==> config.mk <==
export PLATFORM = sky130hd
export DESIGN_NAME = pll_sequencer_flat
export DESIGN_NICKNAME = d
export VERILOG_FILES = /design/src/rtl/pll_sequencer_if.sv /design/src/rtl/pll_sequencer.sv /design/src/flat_wrapper.sv
export SDC_FILE = /design/constraint.sdc
export NUM_CORES = 1
export LEC_CHECK = 0
export ABC_AREA = 0
export CAP_MARGIN = 5
export CELL_PAD_IN_SITES_DETAIL_PLACEMENT = 0
export CELL_PAD_IN_SITES_GLOBAL_PLACEMENT = 1
export CORE_ASPECT_RATIO = 0.6
export CORE_MARGIN = 4
export CORE_UTILIZATION = 46
export DETAILED_ROUTE_END_ITERATION = 10
export GPL_ROUTABILITY_DRIVEN = 0
export PLACE_DENSITY = 0.84
export SETUP_SLACK_MARGIN = 0.3
export SYNTH_ARGS = -nofsm -noshare
export SYNTH_HDL_FRONTEND = slang
export SYNTH_SLANG_ARGS = --single-unit
==> constraint.sdc <==
create_clock -name clk -period 6.4 [get_ports clk]
set_input_delay 1.28 -clock clk [delete_from_list [all_inputs] [get_ports clk]]
set_output_delay 1.28 -clock clk [all_outputs]
set_load 0.03 [all_outputs]
==> src/rtl/pll_sequencer_if.sv <==
// rtl/pll_sequencer_if.sv - control/status bundle between a PLL sequencer and its user
// The sequencer takes the slave side; whoever requests bring-up and watches status takes the master side.
interface pll_sequencer_if;
  logic       enable;
  logic       lock_in;
  logic       pll_resetb;
  logic       pll_bypass;
  logic       clk_ready;
  logic       fault;
  logic [1:0] retries;
  logic [2:0] state;

  modport master (
    output enable,
    output lock_in,
    input  pll_resetb,
    input  pll_bypass,
    input  clk_ready,
    input  fault,
    input  retries,
    input  state
  );

  modport slave (
    input  enable,
    input  lock_in,
    output pll_resetb,
    output pll_bypass,
    output clk_ready,
    output fault,
    output retries,
    output state
  );
endinterface

==> src/rtl/pll_sequencer.sv <==
// rtl/pll_sequencer.sv - PLL reset/lock/stabilise bring-up sequencer with bounded retries
// Define PLL_SEQ_BYPASS_FALLBACK_EN to replace the terminal FAULT state with a bypass FALLBACK state.
module pll_sequencer #(
  parameter int RST_CYCLES    = 16,
  parameter int LOCK_TIMEOUT  = 12000,
  parameter int STABLE_CYCLES = 1200,
  parameter int MAX_RETRIES   = 3
) (
  input logic              clk,
  input logic              rst,
  pll_sequencer_if.slave   bus
);

`ifdef PLL_SEQ_BYPASS_FALLBACK_EN
  typedef enum logic [2:0] {
    S_IDLE     = 3'd0,
    S_RESET    = 3'd1,
    S_WAIT     = 3'd2,
    S_STABLE   = 3'd3,
    S_RUN      = 3'd4,
    S_FAULT    = 3'd5,
    S_FALLBACK = 3'd6
  } state_e;
  localparam state_e S_GIVE_UP = S_FALLBACK;
`else
  typedef enum logic [2:0] {
    S_IDLE   = 3'd0,
    S_RESET  = 3'd1,
    S_WAIT   = 3'd2,
    S_STABLE = 3'd3,
    S_RUN    = 3'd4,
    S_FAULT  = 3'd5
  } state_e;
  localparam state_e S_GIVE_UP = S_FAULT;
`endif

  // Terminal counts: each timed state lasts exactly N cycles, counter runs 0..N-1.
  localparam logic [15:0] RST_LAST    = 16'(RST_CYCLES - 1);
  localparam logic [15:0] LOCK_LAST   = 16'(LOCK_TIMEOUT - 1);
  localparam logic [15:0] STABLE_LAST = 16'(STABLE_CYCLES - 1);
  localparam logic [1:0]  MAX_R       = 2'(MAX_RETRIES);

  state_e      state_q, state_d;
  logic [15:0] cnt_q, cnt_d;
  logic [1:0]  retries_q, retries_d;
  logic        sync1_q, sync1_d;
  logic        sync2_q, sync2_d;
  logic        pll_resetb_q, pll_resetb_d;
  logic        clk_ready_q, clk_ready_d;
  logic        fault_q, fault_d;
  logic        fail;
  logic        lock_s;

  assign lock_s = sync2_q;

  always_comb begin
    sync1_d   = bus.lock_in;
    sync2_d   = sync1_q;
    state_d   = state_q;
    cnt_d     = (cnt_q == 16'hFFFF) ? cnt_q : cnt_q + 16'd1;
    retries_d = retries_q;
    fail      = 1'b0;

    case (state_q)
      S_IDLE: begin
        if (bus.enable) state_d = S_RESET;
      end
      S_RESET: begin
        if (cnt_q == RST_LAST) state_d = S_WAIT;
      end
      S_WAIT: begin
        if (lock_s) state_d = S_STABLE;
        else if (cnt_q == LOCK_LAST) fail = 1'b1;
      end
      S_STABLE: begin
        if (!lock_s) fail = 1'b1;
        else if (cnt_q == STABLE_LAST) state_d = S_RUN;
      end
      S_RUN: begin
        if (!lock_s) fail = 1'b1;
      end
      S_FAULT: begin
        state_d = S_FAULT;
      end
`ifdef PLL_SEQ_BYPASS_FALLBACK_EN
      S_FALLBACK: begin
        state_d = S_FALLBACK;
      end
`endif
      default: begin
        state_d = S_IDLE;
      end
    endcase

    if (fail) begin
      if (retries_q < MAX_R) begin
        retries_d = retries_q + 2'd1;
        state_d   = S_RESET;
      end else begin
        state_d = S_GIVE_UP;
      end
    end

    // Dropping enable wins over anything decided above in the same cycle.
    if (!bus.enable) state_d = S_IDLE;

    if (state_d != state_q) cnt_d = 16'd0;
    if (state_d == S_IDLE || state_d == S_RUN) retries_d = 2'd0;

    pll_resetb_d = (state_d == S_WAIT) || (state_d == S_STABLE) || (state_d == S_RUN);
    clk_ready_d  = (state_d == S_RUN);
    fault_d      = (state_d == S_FAULT);
`ifdef PLL_SEQ_BYPASS_FALLBACK_EN
    if (state_d == S_FALLBACK) begin
      pll_resetb_d = 1'b1;
      clk_ready_d  = 1'b1;
      fault_d      = 1'b1;
    end
`endif
  end

  always_ff @(posedge clk) begin
    if (rst) begin
      state_q      <= S_IDLE;
      cnt_q        <= 16'd0;
      retries_q    <= 2'd0;
      sync1_q      <= 1'b0;
      sync2_q      <= 1'b0;
      pll_resetb_q <= 1'b0;
      clk_ready_q  <= 1'b0;
      fault_q      <= 1'b0;
    end else begin
      state_q      <= state_d;
      cnt_q        <= cnt_d;
      retries_q    <= retries_d;
      sync1_q      <= sync1_d;
      sync2_q      <= sync2_d;
      pll_resetb_q <= pll_resetb_d;
      clk_ready_q  <= clk_ready_d;
      fault_q      <= fault_d;
    end
  end

`ifdef PLL_SEQ_BYPASS_FALLBACK_EN
  logic pll_bypass_q, pll_bypass_d;

  assign pll_bypass_d = (state_d == S_FALLBACK);

  always_ff @(posedge clk) begin
    if (rst) pll_bypass_q <= 1'b0;
    else     pll_bypass_q <= pll_bypass_d;
  end

  assign bus.pll_bypass = pll_bypass_q;
`else
  assign bus.pll_bypass = 1'b0;
`endif

  assign bus.pll_resetb = pll_resetb_q;
  assign bus.clk_ready  = clk_ready_q;
  assign bus.fault      = fault_q;
  assign bus.retries    = retries_q;
  assign bus.state      = state_q;

endmodule

==> src/flat_wrapper.sv <==
// flat-port wrapper written by rule: the top's interface ports become plain ports
module pll_sequencer_flat 
#(
  parameter int RST_CYCLES    = 16,
  parameter int LOCK_TIMEOUT  = 12000,
  parameter int STABLE_CYCLES = 1200,
  parameter int MAX_RETRIES   = 3
)
  (clk, rst, bus_enable, bus_lock_in, bus_pll_resetb, bus_pll_bypass, bus_clk_ready, bus_fault, bus_retries, bus_state);
  pll_sequencer_if bus_i ();
  input logic clk;
  input logic rst;
  input wire logic [$bits(bus_i.enable)-1:0] bus_enable;
  input wire logic [$bits(bus_i.lock_in)-1:0] bus_lock_in;
  output wire logic [$bits(bus_i.pll_resetb)-1:0] bus_pll_resetb;
  output wire logic [$bits(bus_i.pll_bypass)-1:0] bus_pll_bypass;
  output wire logic [$bits(bus_i.clk_ready)-1:0] bus_clk_ready;
  output wire logic [$bits(bus_i.fault)-1:0] bus_fault;
  output wire logic [$bits(bus_i.retries)-1:0] bus_retries;
  output wire logic [$bits(bus_i.state)-1:0] bus_state;
  assign bus_i.enable = bus_enable;
  assign bus_i.lock_in = bus_lock_in;
  assign bus_pll_resetb = bus_i.pll_resetb;
  assign bus_pll_bypass = bus_i.pll_bypass;
  assign bus_clk_ready = bus_i.clk_ready;
  assign bus_fault = bus_i.fault;
  assign bus_retries = bus_i.retries;
  assign bus_state = bus_i.state;
  pll_sequencer #(.RST_CYCLES(RST_CYCLES), .LOCK_TIMEOUT(LOCK_TIMEOUT), .STABLE_CYCLES(STABLE_CYCLES), .MAX_RETRIES(MAX_RETRIES)) u_core (.clk(clk), .rst(rst), .bus(bus_i));
endmodule
# Word-level counts from Yosys, hierarchy flattened
# Cells that the tools add are included.
classes:
  n_addsub: 2
  order_cmp: 1
  n_eq_ne: 14
  n_mux: 12
  n_reduce_logical: 9
ops:
  columns: ["cell", "count"]
  rows:
  - ["$mux W3", 7]
  - ["$pmux W3 S6", 1]
  - ["$add A16 B1 Y16 const B", 1]
  - ["$eq A16 B11 Y1 const B", 1]
  - ["$eq A16 B14 Y1 const B", 1]
  - ["$eq A16 B16 Y1 const B", 1]
  - ["$eq A16 B4 Y1 const B", 1]
  - ["$eq A3 B2 Y1 const B", 4]
  - ["$eq A3 B3 Y1 const B", 4]
  - ["$logic_not A3 Y1", 2]
  - ["$reduce_or A2 Y1", 3]
  - ["$eq A3 B1 Y1 const B", 1]
  - ["$logic_or A1 B1 Y1", 3]
  - ["$mux W1", 3]
  - ["$ne A3 B3 Y1", 1]
  - ["$add A2 B1 Y2 const B", 1]
  - ["$lt A2 B2 Y1 const B", 1]
  - ["$pmux W1 S2", 1]
  - ["$reduce_and A2 Y1", 1]
word_totals:
  reg_bits: 26
  input_bits: 4
  output_inout_bits: 9
  wordCells: 46

# Longest topological paths before layout
# Gate-level depths: netlist (run 1).
logic_depth:
  ltp_word: 9
  depth_mapped: 9
  depth_no_buf: 7

# Least setup slack after synthesis (run 1)
# No wires, ideal clock.
synth_timing:
  path_kind: "register to register"
  from: "register u_core.cnt_q[6]"
  to: "register u_core.cnt_q[0]"
  setup_time_ns: 0.125
  arrival_time_ns: 2.466
  t_required_ns: 6.275
  path_slack_ns: 3.809
  stages_incl_launch_ff: 9
  path_buffers: 2
  synth_period_minus_slack_ns: 2.591
  cell_sequence: "dfxtp_1 -> or4_1 -> or4_1 -> buf_2 -> o32a_1 -> a211oi_2 -> xnor2_1 -> buf_6 -> nor3_2"
synth_between:
  elab_chain_cells: 8
  elab_cells_between_ends: 15
  cone_classes: "eq/ne (5); mux (9); reduce/logical (1)"
synth_rtl:
  columns: ["element", "line_no", "rtl"]
  rows:
  - ["start, declared", "pll_sequencer.sv:44", "logic [15:0] cnt_q, cnt_d;"]
  - ["start signal, assigned", "pll_sequencer.sv:134", "cnt_q <= cnt_d;"]
  - ["$eq A16 B11 Y1 or $eq A16 B14 Y1 (tied branches)", "pll_sequencer.sv:77, pll_sequencer.sv:73", null]
  - ["$mux W3 or $mux W1 (tied branches)", "pll_sequencer.sv:77, pll_sequencer.sv:73", null]
  - ["$mux W3 or $mux W1 (tied branches)", "pll_sequencer.sv:76, pll_sequencer.sv:72", null]
  - ["$pmux W3 S6 or $pmux W1 S2 (tied branches)", "pll_sequencer.sv:64", "case (state_q)"]
  - ["$mux W3", "pll_sequencer.sv:95", "if (fail) begin"]
  - ["$mux W3", "pll_sequencer.sv:105", "if (!bus.enable) state_d = S_IDLE;"]
  - ["$ne A3 B3 Y1", "pll_sequencer.sv:107", "if (state_d != state_q) cnt_d = 16'd0;"]
  - ["$reduce_or A2 Y1 (no line)", null, null]
# Several ways; a longest one is shown, not always the timed one.
# A chain may end at the register's enable or synchronous reset.

# Worst setup path in the final report (run 1)
layout_timing:
  from: "register u_core.cnt_q[0]"
  to: "register u_core.cnt_q[9]"
# Same word-level chain as after synthesis.

==> results of run 1 <==
## stage by stage
step           setup slack (ns)  power (mW)  std cells
6_report                  3.281      0.2929        234
5_1_grt                   3.090      0.3096        234
2_1_floorplan             3.809      0.1857        183
3_3_place_gp              3.201      0.1910        230
4_1_cts                   3.301      0.2981        234
3_5_place_dp              3.134      0.1918        230
## power by group through the flow
stage	logic, mW	clock network (mW)	registers, mW
3_5_place_dp	0.0220	0	0.170
5_1_grt	0.0244	0.118	0.167
2_1_floorplan	0.0156	0	0.170
3_3_place_gp	0.0212	0	0.170
4_1_cts	0.0220	0.110	0.166
6_report	0.0222	0.105	0.166
## placed cells by master (no fill, tap or decap), types with 2 or more instances in the layout
cell type        count
clkbuf_8             4
inv_1                5
a31oi_1              4
or3_1                2
and2_1               4
a211oi_2             2
nor3_2              10
xnor2_1              4
nor3_1               9
nor4_1               8
nor2_1              10
ha_1                 2
nand3_1              9
nor2b_1              3
a21oi_1              6
xor2_1               9
nand2_1             26
nand4_1              2
o211ai_1             2
mux2i_1              2
nand2b_1             4
clkdlybuf4s50_1     11
dfxtp_1             26
a211oi_1             2
or2_1                2
or4_1                3
## worst max-delay path: stages (launching register included)
cell and delay (ns):
dfxtp_1 0.40, ha_1 0.23, nand4bb_1 0.16, or4_1 0.67
a211oi_2 0.38, a31oi_1 0.16, o2bb2ai_2 0.81, nor3_1 0.14
## state kept, by name (all words and copies together) (netlist names)
register	flops
u_core.bus.state	3
u_core.bus.clk_ready	1
u_core.cnt_q	16
u_core.sync1_q	1
u_core.bus.fault	1
u_core.bus.pll_resetb	1
u_core.bus.retries	2
u_core.lock_s	1
## per-layer routing
metal | up-vias | share of wire | track usage
met1 | 639 | 0.52 | 0.2656
met3 | 4 | 0.082 | 0.05842
li1 | 683 | - | -
met2 | 48 | 0.39 | 0.2500
met4 | 0 | 0.0080 | 0.04420
met5 | - | 0 | 0
## worst max-delay path by stage
stage	start	end	slack [ns]	cells after the start
final	u_core.cnt_q[0]$_SDFFE_PP0P_	u_core.cnt_q[9]$_SDFFE_PP0P_	3.28	7
after global routing	u_core.cnt_q[0]$_SDFFE_PP0P_	u_core.cnt_q[8]$_SDFFE_PP0P_	3.09	7
after detailed placement	bus_enable	u_core.cnt_q[2]$_SDFFE_PP0P_	3.13	6
after floorplan	u_core.cnt_q[6]$_SDFFE_PP0P_	u_core.cnt_q[0]$_SDFFE_PP0P_	3.81	8
after CTS	u_core.cnt_q[0]$_SDFFE_PP0P_	u_core.cnt_q[9]$_SDFFE_PP0P_	3.30	7
after global placement	bus_enable	u_core.cnt_q[2]$_SDFFE_PP0P_	3.20	6
## area by class of cell
cell class / count / area [sq um] / share of cell area
multi-input cells: 145 / 950.9 / 0.5543
flip-flops and latches: 26 / 520.5 / 0.3034
repair buffers: 12 / 117.6 / 0.06856
clock buffers: 4 / 55.05 / 0.03209
well taps: 42 / 52.55 / 0.03063
inverters: 5 / 18.77 / 0.01094
## Yosys cell counts (3+ instances only)
| cell | count |
|---|---|
| nor3_2 | 10 |
| nor4_1 | 8 |
| clkbuf_1 | 3 |
| nand2b_1 | 4 |
| nand3_1 | 9 |
| dfxtp_1 | 26 |
| and2_1 | 4 |
| or4_1 | 3 |
| nand2_1 | 26 |
| a31oi_1 | 4 |
| nor2b_1 | 3 |
| nor3_1 | 9 |
| nor2_1 | 10 |
| inv_1 | 5 |
| xor2_1 | 9 |
| a21oi_1 | 6 |
| xnor2_1 | 4 |
## cell families (layout without fill, tap and decap cells)
group / Yosys count / count (layout)
AO/OA/AOI/OAI: 26 / 26
XOR/XNOR: 13 / 13
adder cells (fa/ha/maj): 2 / 2
buffers and inverters: 12 / 21
flip-flops: 26 / 26
multiplexers: 3 / 3
other: 1 / 1
AND/OR/NAND/NOR: 100 / 100
==> impl_metrics.yaml, run 1 <==
logic_synthesis:
  synth_edf_count: 0
  ys_seq_area_frac: 0.3401
  synth_top_area_share: 0.3401
  synth_compound_area_frac: 0.1325
  synth_fa_ha_area_frac: 0.01635
  async_flop_share: 0
  synth_fp_nets: 189
  avgSynthCellArea_sq_um: 8.362
  yosys.area_share.simple: 0.3753
  synth_top_family_by_area: "simple AND/OR/NAND/NOR gates"
  syn_inst: 183
  synth_cell_type_count: 48
  synth_area_leader_cell: "dfxtp_1"
  synth_ff_type: "dfxtp_1"
  syn_area_sq_um: 1530
  yosys_warnings: 0
  ys_top_cells_by_area: "dfxtp_1 (34%), nor3_2 (6.5%), nand2_1 (6.4%), xor2_1 (5.2%), nor4_1 (3.3%)"
  synth-seq-cells: 26
  synth_mux_area_frac: 0.02044
  synth_xor_area_frac: 0.07441
routing:
  wl_per_cell_um: 14.93
  drc: 0
  viasPerCell: 5.872
  routed_wl_um: 3494
  num_vias: 1374
  drtAntennaViolNets: 0
  firstDrtPassIters: 4
  dr.first_iter.drc_count: 134
power:
  combPwrFrac: 0.076
  seq_power_share: 0.567
  power.density_nw_per_um2: 170.7
  p_sw_frac: 0.2265
  p_int_uw: 226.5
  clkPwrFrac: 0.357
  ir_drop_v: 0.0001269
  netSwitchingPower_uw: 66.35
  leakage_nw: 0.6450
worst_hold_path:
  hold_depth: 1
  hold_end: "u_core.lock_s$_SDFF_PP0_"
  worstHoldStart: "u_core.sync1_q$_SDFF_PP0_"
  hold_path_class: "flip-flop to flip-flop"
cts:
  cts_tree: "built"
  clock_path_buffers: 2
  cts_resized: 0
  cts_setup_buffers: 0
  path_clk_slew_ns: 0.09
  clk_latency_ns: 0.27
  root_buffer: "clkbuf_8"
  numCtsBuffers: 3
  holdBufCountCts: 0
  cts_max_level: 1
  clock_sinks: 26
timing:
  tightest_slew_ns: 0.9700
  slew_violations: 0
  finalCritPeriodShare: 0.4874
  hold_ws_ns: 0.4540
  min_period_ns: 3.119
  relSlewSlack: 0.3495
  setup_viol_count_final: 0
  rsz0062_at_grt: "no"
  finalSetupTns_ns: 0
  skew_ns: 0.004538
  fmax_mhz: 320.6
  finalHoldViolations: 0
cells_and_area:
  areaGrowthSynthToFinish_pct: 12.10
  fin_area_sq_um: 1715
  final_layout_size_suffix_gt1_frac: 0.1094
  fillers: 289
  utilization: 0.5677
  diodes: 0
  final_nets: 199
die:
  dieArea_sq_um: 4344
  std_cell_rows: 15
  coreArea_sq_um: 3022
  die-width_um: 82.46
  die_h_um: 52.68
  io_pins: 13
  initial_core_util: 0.5064
worst_setup_path:
  worstPathArrival_ns: 3.24
  crit_path_start_kind: "flip-flop"
  reg2reg_slack_ns: 3.28
  r2r_end: "u_core.cnt_q[9]$_SDFFE_PP0P_"
  critPathMaxFanout: 16
  end_kind: "flip-flop"
  r2r_cells: 7
  timing_worst_setup_path_type: "flip-flop to flip-flop"
  required_ns: 6.52
  rr_startpoint: "u_core.cnt_q[0]$_SDFFE_PP0P_"
run_status:
  status: "finished clean"
grt:
  grt_max_degree: 17
  antenna_found_initial: 0
  grt_pass1_wl_um: 5982
  gr-total-overflow: 0
  grt_pass1_vias: 1232
  track_usage: 0.1813
run:
  max-cap-violations: 0
placed_design:
  port_buffers: 11
  placed_area_sq_um: 1660
  dp_hpwl_um: 2627
Note: power is estimated with default switching activity, not from simulation.
==> run 2: changes to the inputs <==
--- a/config.mk
+++ b/config.mk
@@ -11,10 +11,10 @@
 export CELL_PAD_IN_SITES_GLOBAL_PLACEMENT = 1
 export CORE_ASPECT_RATIO = 0.6
 export CORE_MARGIN = 4
-export CORE_UTILIZATION = 46
+export CORE_UTILIZATION = 43
 export DETAILED_ROUTE_END_ITERATION = 10
 export GPL_ROUTABILITY_DRIVEN = 0
-export PLACE_DENSITY = 0.84
+export PLACE_DENSITY = 0.79
 export SETUP_SLACK_MARGIN = 0.3
 export SYNTH_ARGS = -nofsm -noshare
 export SYNTH_HDL_FRONTEND = slang
==> constraint.sdc (replaced) <==
create_clock -name clk -period 3.3 [get_ports clk]
set_input_delay 0.66 -clock clk [delete_from_list [all_inputs] [get_ports clk]]
set_output_delay 0.66 -clock clk [all_outputs]
set_load 0.03 [all_outputs]
==> impl_metrics.yaml, run 2 (synthesis gave the netlist of run 1 again) <==
cts:
  path_clk_slew_ns: 0.09
  holdBufCountCts: 0
  cts_resized: 0
  numCtsBuffers: 3
  root_buffer: "clkbuf_8"
  clock_sinks: 26
  cts_setup_buffers: 0
  cts_max_level: 1
  clk_latency_ns: 0.28
  clock_path_buffers: 2
  cts_tree: "built"
cells_and_area:
  most-common-layout-cells: "nand2_1 (26), dfxtp_1 (26), clkdlybuf4s50_1 (11)"
  fin_area_sq_um: 1769
  register_area_sq_um: 520.5
  fillers: 309
  final_layout_size_suffix_gt1_frac: 0.1327
  largest_reg_flops: 16
  areaGrowthSynthToFinish_pct: 15.62
  final_nets: 203
  regMostFlops: "u_core.cnt_q"
  multiInputGateArea_sq_um: 970.9
  diodes: 0
  utilization: 0.5292
routing:
  drc: 0
  wl_per_cell_um: 16.68
  dr.first_iter.drc_count: 223
  firstDrtPassIters: 5
  viasPerCell: 6.145
  routed_wl_um: 4019
  drtAntennaViolNets: 0
  num_vias: 1481
worst_hold_path:
  hold_depth: 1
  hold_path_class: "flip-flop to flip-flop"
die:
  dieArea_sq_um: 4609
  die_h_um: 54.21
  initial_core_util: 0.4577
  die-width_um: 85.02
  io_pins: 13
  std_cell_rows: 16
  coreArea_sq_um: 3343
run:
  max-cap-violations: 0
grt:
  antenna_found_initial: 0
  grt_max_degree: 17
  grt_pass1_vias: 1277
  gr-total-overflow: 0
  grt_pass1_wl_um: 6520
  track_usage: 0.1821
timing:
  setup_viol_count_final: 0
  layout_setup_ws_ns: 0.4277
  skew_ns: 0.005110
  tightest_slew_ns: 0.7359
  rsz0062_at_grt: "no"
  min_period_ns: 2.872
  finalHoldViolations: 0
  finalCritPeriodShare: 0.8704
  fmax_mhz: 348.1
  slew_violations: 0
  relSlewSlack: 0.5071
  finalSetupTns_ns: 0
run_status:
  status: "finished clean"
power:
  p_total_uw: 583.3
  power.density_nw_per_um2: 329.7
  ir_drop_v: 0.0001800
  leakage_nw: 0.6779
worst_setup_path:
  reg2reg_slack_ns: 0.43
  r2r_end: "u_core.cnt_q[6]$_SDFFE_PP0P_"
  required_ns: 3.50
  rr_startpoint: "u_core.cnt_q[0]$_SDFFE_PP0P_"
  endpoint: "u_core.cnt_q[6]$_SDFFE_PP0P_"
  end_kind: "flip-flop"
  worstPathArrival_ns: 3.07
  critPathMaxFanout: 7
  crit_path_start_kind: "flip-flop"
  timing_worst_setup_path_type: "flip-flop to flip-flop"
  r2r_cells: 8
  critPathLaunch: "u_core.cnt_q[0]$_SDFFE_PP0P_"
placed_design:
  pre_cts_slack_ns: 0.3957
  port_buffers: 11
  placed_area_sq_um: 1694
  dp_hpwl_um: 2948
[run 2: changes by cell type in the layout (fill, tap and decap cells not counted), sizes merged]
cell  delta
buf      +4
[run 2: layout make-up]
class,instances,area share
multi-input cells,145,0.5488
repair buffers,16,0.08345
inverters,5,0.01061
well taps,45,0.03182
flip-flops and latches,26,0.2942
clock buffers,4,0.03112
[run 2: how the worst min path moves through the flow]
stage | from | end | slack, ns
2_1_floorplan | u_core.sync1_q$_SDFF_PP0_ | u_core.lock_s$_SDFF_PP0_ | 0.41
3_3_place_gp | u_core.sync1_q$_SDFF_PP0_ | u_core.lock_s$_SDFF_PP0_ | 0.42
3_5_place_dp | u_core.sync1_q$_SDFF_PP0_ | u_core.lock_s$_SDFF_PP0_ | 0.44
4_1_cts | u_core.sync1_q$_SDFF_PP0_ | u_core.lock_s$_SDFF_PP0_ | 0.46
5_1_grt | u_core.sync1_q$_SDFF_PP0_ | u_core.lock_s$_SDFF_PP0_ | 0.46
6_report | u_core.sync1_q$_SDFF_PP0_ | u_core.lock_s$_SDFF_PP0_ | 0.46
[run 2: critical path: stages, from the launching register on]
cell and delay (ns):
dfxtp_1 0.40, ha_1 0.25, nand4bb_1 0.16, or4_1 0.68, o32a_1 0.42, a211oi_2 0.30, xnor2_2 0.18, buf_4 0.20
nor3_1 0.19
[run 2: report_power, final]
group	switching (mW)	total, mW	internal, mW
logic	0.0298	0.0492	0.0194
clock network	0.105	0.212	0.107
registers	0.00471	0.322	0.318
[run 2: metal layers]
metal	routed length (um)	track usage	vias to the layer above
met3	461	0.04662	8
met4	35	0.03684	0
li1	-	-	691
met1	1876	0.2731	686
met2	1645	0.2603	96
met5	0	0	-
[run 2: per-stage QoR]
stage	hold WS, ns	cells
finish	0.4585	241
global route	0.4620	241
CTS	0.4593	241
detailed placement	0.4402	237
global placement	0.4205	237
floorplan	0.4138	183
